`src/rtl/alu_iter.sv`:
```
// alu_iter: W-bit execute-stage ALU with iterative multiply and shifts.
// Ports: clk/rst, in_valid/in_ready + op/a/b request, out_valid/out_ready +
// result/carry/overflow/zero/illegal response.
module alu_iter #(
  parameter int W = 32
) (
  input  logic         clk,
  input  logic         rst,
  input  logic         in_valid,
  output logic         in_ready,
  input  logic [3:0]   op,
  input  logic [W-1:0] a,
  input  logic [W-1:0] b,
  output logic         out_valid,
  input  logic         out_ready,
  output logic [W-1:0] result,
  output logic         carry,
  output logic         overflow,
  output logic         zero,
  output logic         illegal
);
  localparam int SW = $clog2(W);

  localparam logic [3:0] OP_AND  = 4'b0000;
  localparam logic [3:0] OP_OR   = 4'b0001;
  localparam logic [3:0] OP_ADD  = 4'b0010;
  localparam logic [3:0] OP_XOR  = 4'b0100;
  localparam logic [3:0] OP_SLT  = 4'b0101;
  localparam logic [3:0] OP_SUB  = 4'b0110;
  localparam logic [3:0] OP_SLTU = 4'b0111;
  localparam logic [3:0] OP_MUL  = 4'b1000;
  localparam logic [3:0] OP_SLL  = 4'b1001;
  localparam logic [3:0] OP_SRL  = 4'b1010;
  localparam logic [3:0] OP_SRA  = 4'b1011;

  typedef enum logic [1:0] {IDLE, BUSY, DONE} state_t;

  state_t        state_q, state_d;
  logic [SW-1:0] cnt_q, cnt_d;
  logic [3:0]    op_q, op_d;
  logic [W-1:0]  opa_q, opa_d;
  logic [W-1:0]  opb_q, opb_d;
  logic [W-1:0]  acc_q, acc_d;
  logic [W-1:0]  result_q, result_d;
  logic          carry_q, carry_d;
  logic          overflow_q, overflow_d;
  logic          zero_q, zero_d;
  logic          illegal_q, illegal_d;

  // Single-cycle datapath on the live inputs; used only on the accept cycle.
  logic          sub;
  logic [W-1:0]  b_eff;
  logic [W:0]    sum;
  logic          c_in_msb;
  logic          ovf;
  logic [W-1:0]  alu_res;
  logic          alu_c, alu_v, alu_ill;
  logic          is_shift;
  logic [SW-1:0] n;

  always_comb begin
    sub      = (op == OP_SUB) || (op == OP_SLT) || (op == OP_SLTU);
    b_eff    = sub ? ~b : b;
    sum      = {1'b0, a} + {1'b0, b_eff} + {{W{1'b0}}, sub};
    c_in_msb = a[W-1] ^ b_eff[W-1] ^ sum[W-1];
    ovf      = c_in_msb ^ sum[W];
    is_shift = (op == OP_SLL) || (op == OP_SRL) || (op == OP_SRA);
    n        = b[SW-1:0];
    alu_res  = '0;
    alu_c    = 1'b0;
    alu_v    = 1'b0;
    alu_ill  = 1'b0;
    case (op)
      OP_AND:  alu_res = a & b;
      OP_OR:   alu_res = a | b;
      OP_XOR:  alu_res = a ^ b;
      OP_ADD, OP_SUB: begin
        alu_res = sum[W-1:0];
        alu_c   = sum[W];
        alu_v   = ovf;
      end
      OP_SLT:  alu_res = {{(W-1){1'b0}}, sum[W-1] ^ ovf};
      OP_SLTU: alu_res = {{(W-1){1'b0}}, ~sum[W]};
      // Shift by zero finishes here and returns a unchanged.
      OP_SLL, OP_SRL, OP_SRA: alu_res = a;
      OP_MUL:  alu_res = '0;
      default: alu_ill = 1'b1;
    endcase
  end

  // One iteration: MUL and SLL both walk opa left.
  logic [W-1:0] acc_step;
  logic [W-1:0] sh_next;
  logic [W-1:0] step_res;

  always_comb begin
    acc_step = acc_q + (opb_q[0] ? opa_q : '0);
    case (op_q)
      OP_SRL:  sh_next = opa_q >> 1;
      OP_SRA:  sh_next = {opa_q[W-1], opa_q[W-1:1]};
      default: sh_next = opa_q << 1;
    endcase
    step_res = (op_q == OP_MUL) ? acc_step : sh_next;
  end

  always_comb begin
    state_d    = state_q;
    cnt_d      = cnt_q;
    op_d       = op_q;
    opa_d      = opa_q;
    opb_d      = opb_q;
    acc_d      = acc_q;
    result_d   = result_q;
    carry_d    = carry_q;
    overflow_d = overflow_q;
    zero_d     = zero_q;
    illegal_d  = illegal_q;
    in_ready   = (state_q == IDLE);
    out_valid  = (state_q == DONE);
    case (state_q)
      IDLE: begin
        if (in_valid) begin
          op_d  = op;
          opa_d = a;
          opb_d = b;
          acc_d = '0;
          if (op == OP_MUL) begin
            cnt_d   = SW'(W - 1);
            state_d = BUSY;
          end else if (is_shift && n != '0) begin
            cnt_d   = n - SW'(1);
            state_d = BUSY;
          end else begin
            result_d   = alu_res;
            carry_d    = alu_c;
            overflow_d = alu_v;
            zero_d     = (alu_res == '0);
            illegal_d  = alu_ill;
            state_d    = DONE;
          end
        end
      end
      BUSY: begin
        acc_d = acc_step;
        opa_d = sh_next;
        opb_d = opb_q >> 1;
        cnt_d = cnt_q - SW'(1);
        if (cnt_q == '0) begin
          result_d   = step_res;
          carry_d    = 1'b0;
          overflow_d = 1'b0;
          zero_d     = (step_res == '0);
          illegal_d  = 1'b0;
          state_d    = DONE;
        end
      end
      DONE: begin
        if (out_ready) state_d = IDLE;
      end
      default: state_d = IDLE;
    endcase
  end

  always_ff @(posedge clk) begin
    if (rst) begin
      state_q    <= IDLE;
      cnt_q      <= '0;
      op_q       <= '0;
      opa_q      <= '0;
      opb_q      <= '0;
      acc_q      <= '0;
      result_q   <= '0;
      carry_q    <= 1'b0;
      overflow_q <= 1'b0;
      zero_q     <= 1'b0;
      illegal_q  <= 1'b0;
    end else begin
      state_q    <= state_d;
      cnt_q      <= cnt_d;
      op_q       <= op_d;
      opa_q      <= opa_d;
      opb_q      <= opb_d;
      acc_q      <= acc_d;
      result_q   <= result_d;
      carry_q    <= carry_d;
      overflow_q <= overflow_d;
      zero_q     <= zero_d;
      illegal_q  <= illegal_d;
    end
  end

  assign result   = result_q;
  assign carry    = carry_q;
  assign overflow = overflow_q;
  assign zero     = zero_q;
  assign illegal  = illegal_q;
endmodule

```
`config.mk`:
```
export PLATFORM = sky130hd
export DESIGN_NAME = alu_iter
export DESIGN_NICKNAME = d
export VERILOG_FILES = /design/src/rtl/alu_iter.sv
export SDC_FILE = /design/constraint.sdc
export NUM_CORES = 1
export LEC_CHECK = 0
export ABC_AREA = 0
export ABC_CLOCK_PERIOD_IN_PS = 5300
export CORE_MARGIN = 2
export CORE_UTILIZATION = 30
export DETAILED_ROUTE_END_ITERATION = 16
export SLEW_MARGIN = 20
export SYNTH_ARGS = -nofsm -noshare
export SYNTH_HDL_FRONTEND = slang
export SYNTH_SLANG_ARGS = --single-unit
```
`constraint.sdc`:
```
create_clock -name clk -period 5.3 [get_ports clk]
set_input_delay 1.06 -clock clk [delete_from_list [all_inputs] [get_ports clk]]
set_output_delay 1.06 -clock clk [all_outputs]
set_load 0.02 [all_outputs]
```
==> summary.md <==
• **initial standard-cell utilization of the core** 30.4%
• **area inside the core boundary** 41900 sq um
• **headroom to the max-slew limit** 34.2%
• **final routed wire length divided by cell count** 19.1 microns
• **fraction of layout instances using a drive strength above 1** 8.71%
• **iteration-0 DRC count of the detailed router** 1131
• **GRT Total Usage** 20.6%
• **category of the critical setup timing path** in2reg
• **wire length of the first global-routing pass** 72.1 mm
• **Static Leak** 6.53 nW
• **Overall Power** 4.03 mW
• **worst min-delay path startpoint** result[15]
• **vias post-DR** 13231
• **cell types with the largest area share after synthesis** dfxtp_1 22%, ha_1 13%, nor2_1 6.4%
• **synthesized netlist net count** 1924
• **final setup skew** 13.9 ps
• **Row Count** 75
• **number of buffers added to fix hold violations after cts** 0
• **Skew-Pair Late Insertion Delay** 450 ps
• **setup repair after global routing missed its margin** no
• **vias in the first global route** 12914
• **antenna violations before repair** 0
• **Worst Max-Slew Pin Slew** 987 ps
• **summed negative setup slack over all endpoints** 0 ps
• **number of nets in the layout** 2028
• **fmax** 205 MHz
• **final non-filler cell area** 15500 sq um
• **dominant cell type by area after synthesis** dfxtp_1
• **final hold slack** 452 ps
• **Total Routed Length** 45.5 mm
• **Arrival @ worst endpoint** 5260 ps
• **leading cell types by count after synthesis** 217 x nor2_1, 210 x nand2_1, 143 x dfxtp_1, 130 x ha_1, 126 x a21oi_1
• **post-synthesis sequential area ratio** 22.4%
• **path class of the lowest-slack min-delay path** reg2reg
• **HPWL after detailed placement** 34.5 mm
• **post-route clock period utilization** 91.9%
• **number of buffers inserted by port buffering** 109
• **Hold Violations, Final** 0
• **buffer levels on the longest clock path** 2
• **Inserted Clock Buffers** 17
• **total I/O pin count** 110
• **fraction of post-synthesis cell area in the top cell type by area** 22.4%
• **number of enable-type register cells in the synthesized netlist** 0
• **Reg-to-Reg Start** opb_q[0]
• **Slew Limit Fails** 0
• **launching element type of the critical path** input pin
• **post-synthesis cell count** 1720
• **Crit path required time** 5690 ps
• **number of fillers in the final layout** 4316
• **setup bufs post-CTS** 0
• **Placed Instance Area** 14900 sq um
• **antenna viol nets, final** 0
• **average footprint of a synthesized cell** 7.42 sq um
• **Cell Pwr Density** 260 nW/um^2
• **Post-Syn Area** 12800 sq um
• **reported max-cap violation count** 0
• **yosys synthesis warning count** 0
• **most used standard cell by instance count after synthesis** nor2_1
• **residual overflow from global routing** 0
• **maximum fanout encountered on the critical timing path** 13
• **Final Core Density** 37.0%
• **pin count of the biggest net entering global routing** 88
• **die height** 210 microns
• **outcome** finished clean
• **CTS tree** built
• **DR DRC count** 0
• **final critical path time including I/O delays and setup** 4870 ps
• **per-cell via count in the routed design** 5.57
• **diode insertion count for antenna repair** 0
• **register area** 2860 sq um
• **area of the multi-input gates** 9220 sq um
• **post-synth cell types** 77
• **relative area change from synthesis to final layout** 21.4%
• **register bit total from synthesis** 143
• **die area** 44200 sq um
• **worst voltage drop across the vdd grid** 0.189 mV
• **kind of end point of the critical path** flip-flop
• **Pre-Repair DR Iteration Count** 8
• **clock slew at reported path FFs** 70 ps
• **Resized Gates After CTS** 0
• **root cell of the clock tree** clkbuf_16
• **final weighted congestion of routability-driven global placement** 0.947
• **fraction of synthesis flops using an asynchronous set or reset pin** 0%
• **Die W** 210 microns
• **number of clock sinks** 143
• **total of endpoints with negative setup slack in the final report** 0
• **Worst Setup SP** op[3]
• **H-tree depth reported by CTS** 4
• **dominant synthesized flop cell** dfxtp_1
## stage by stage
| step | std cells | setup WS [ps] |
|---|---|---|
| 2_1_floorplan | 1720 | 505 |
| 3_3_place_gp | 2344 | -76.5 |
| 3_5_place_dp | 2344 | -59.3 |
| 4_1_cts | 2376 | 375 |
| 5_1_grt | 2376 | 87.7 |
| 6_report | 2376 | 428 |
## layout make-up
cell class | instances | share of cell area [%]
clock buffer | 18 | 2.77
clock inverter | 14 | 1.17
inverter | 80 | 1.94
multi-input combinational | 1377 | 59.5
sequential | 143 | 18.5
tap | 539 | 4.35
timing repair buffer | 205 | 11.8
## path summary, 6_finish.rpt
kind | endpoint | cells past startpoint | slack [ps]
max | zero | 19 | 430
min | result[15] | 2 | 450
max reg2reg | zero | 14 | 1120
min reg2reg | result[15] | 2 | 450
## logic make-up after synthesis
kind of cell / Yosys count / share of synthesized area [%]
multiplexers: 41 / 3.24
AND/OR/NAND/NOR: 613 / 21.6
flip-flops: 143 / 22.4
adder cells (fa/ha/maj): 132 / 13.1
buffers and inverters: 200 / 6.01
XOR/XNOR: 87 / 5.97
AO/OA/AOI/OAI: 504 / 27.7
## critical path, stage by stage
cell             delay [ps]
clkdlybuf4s50_1         410
nand2b_1                200
nor2_4                  120
buf_12                  170
buf_12                  160
xnor2_1                 120
ha_1                    270
buf_4                   180
o21a_1                  120
o2111a_1                280
a211oi_1                210
nand3_1                 150
a21oi_1                 220
xnor2_1                 100
a2111oi_1               590
nor4b_1                 350
nand4_1                 140
o31ai_1                 270
a41o_1                  120
## sequential cells by signal (all words and copies together), names as in the netlist
register and flops:
op_q 4, illegal 1, opa_q 32, zero 1, opb_q 32, result 32
cnt_q 5, state_q 2, acc_q 32, carry 1, overflow 1
## layer usage
layer  track usage [%]  vias up  share of wire (%)
li1                  -     6430                  -
met1              28.0     6288                 47
met2              33.5      431                 45
met3              2.38       82                4.9
met4              7.70        0                3.1
met5                 0        -                  0
## placed cells by master, fill, tap and decap left out, drive strengths merged, types with 18 or more instances in the layout
master and instances:
nor2 218, nand2 210, dfxtp 143, ha 130, a21oi 126, clkdlybuf4s50 108
buf 97, inv 85, o21ai 74, xnor2 63, a22oi 40, and2 38
mux2i 38, a311oi 37, o211ai 35, nand3 31, nor3 29, a221oi 29
a21o 28, a211oi 25, xor2 24, clkbuf 18
## power breakdown
group | total, mW | switching [mW] | internal (mW)
Sequential | 1.27 | 0.0970 | 1.18
Clock | 1.30 | 0.552 | 0.750
Combinational | 1.46 | 0.874 | 0.585
Total | 4.03 | 1.52 | 2.51
(Power assumes the default switching activity.)
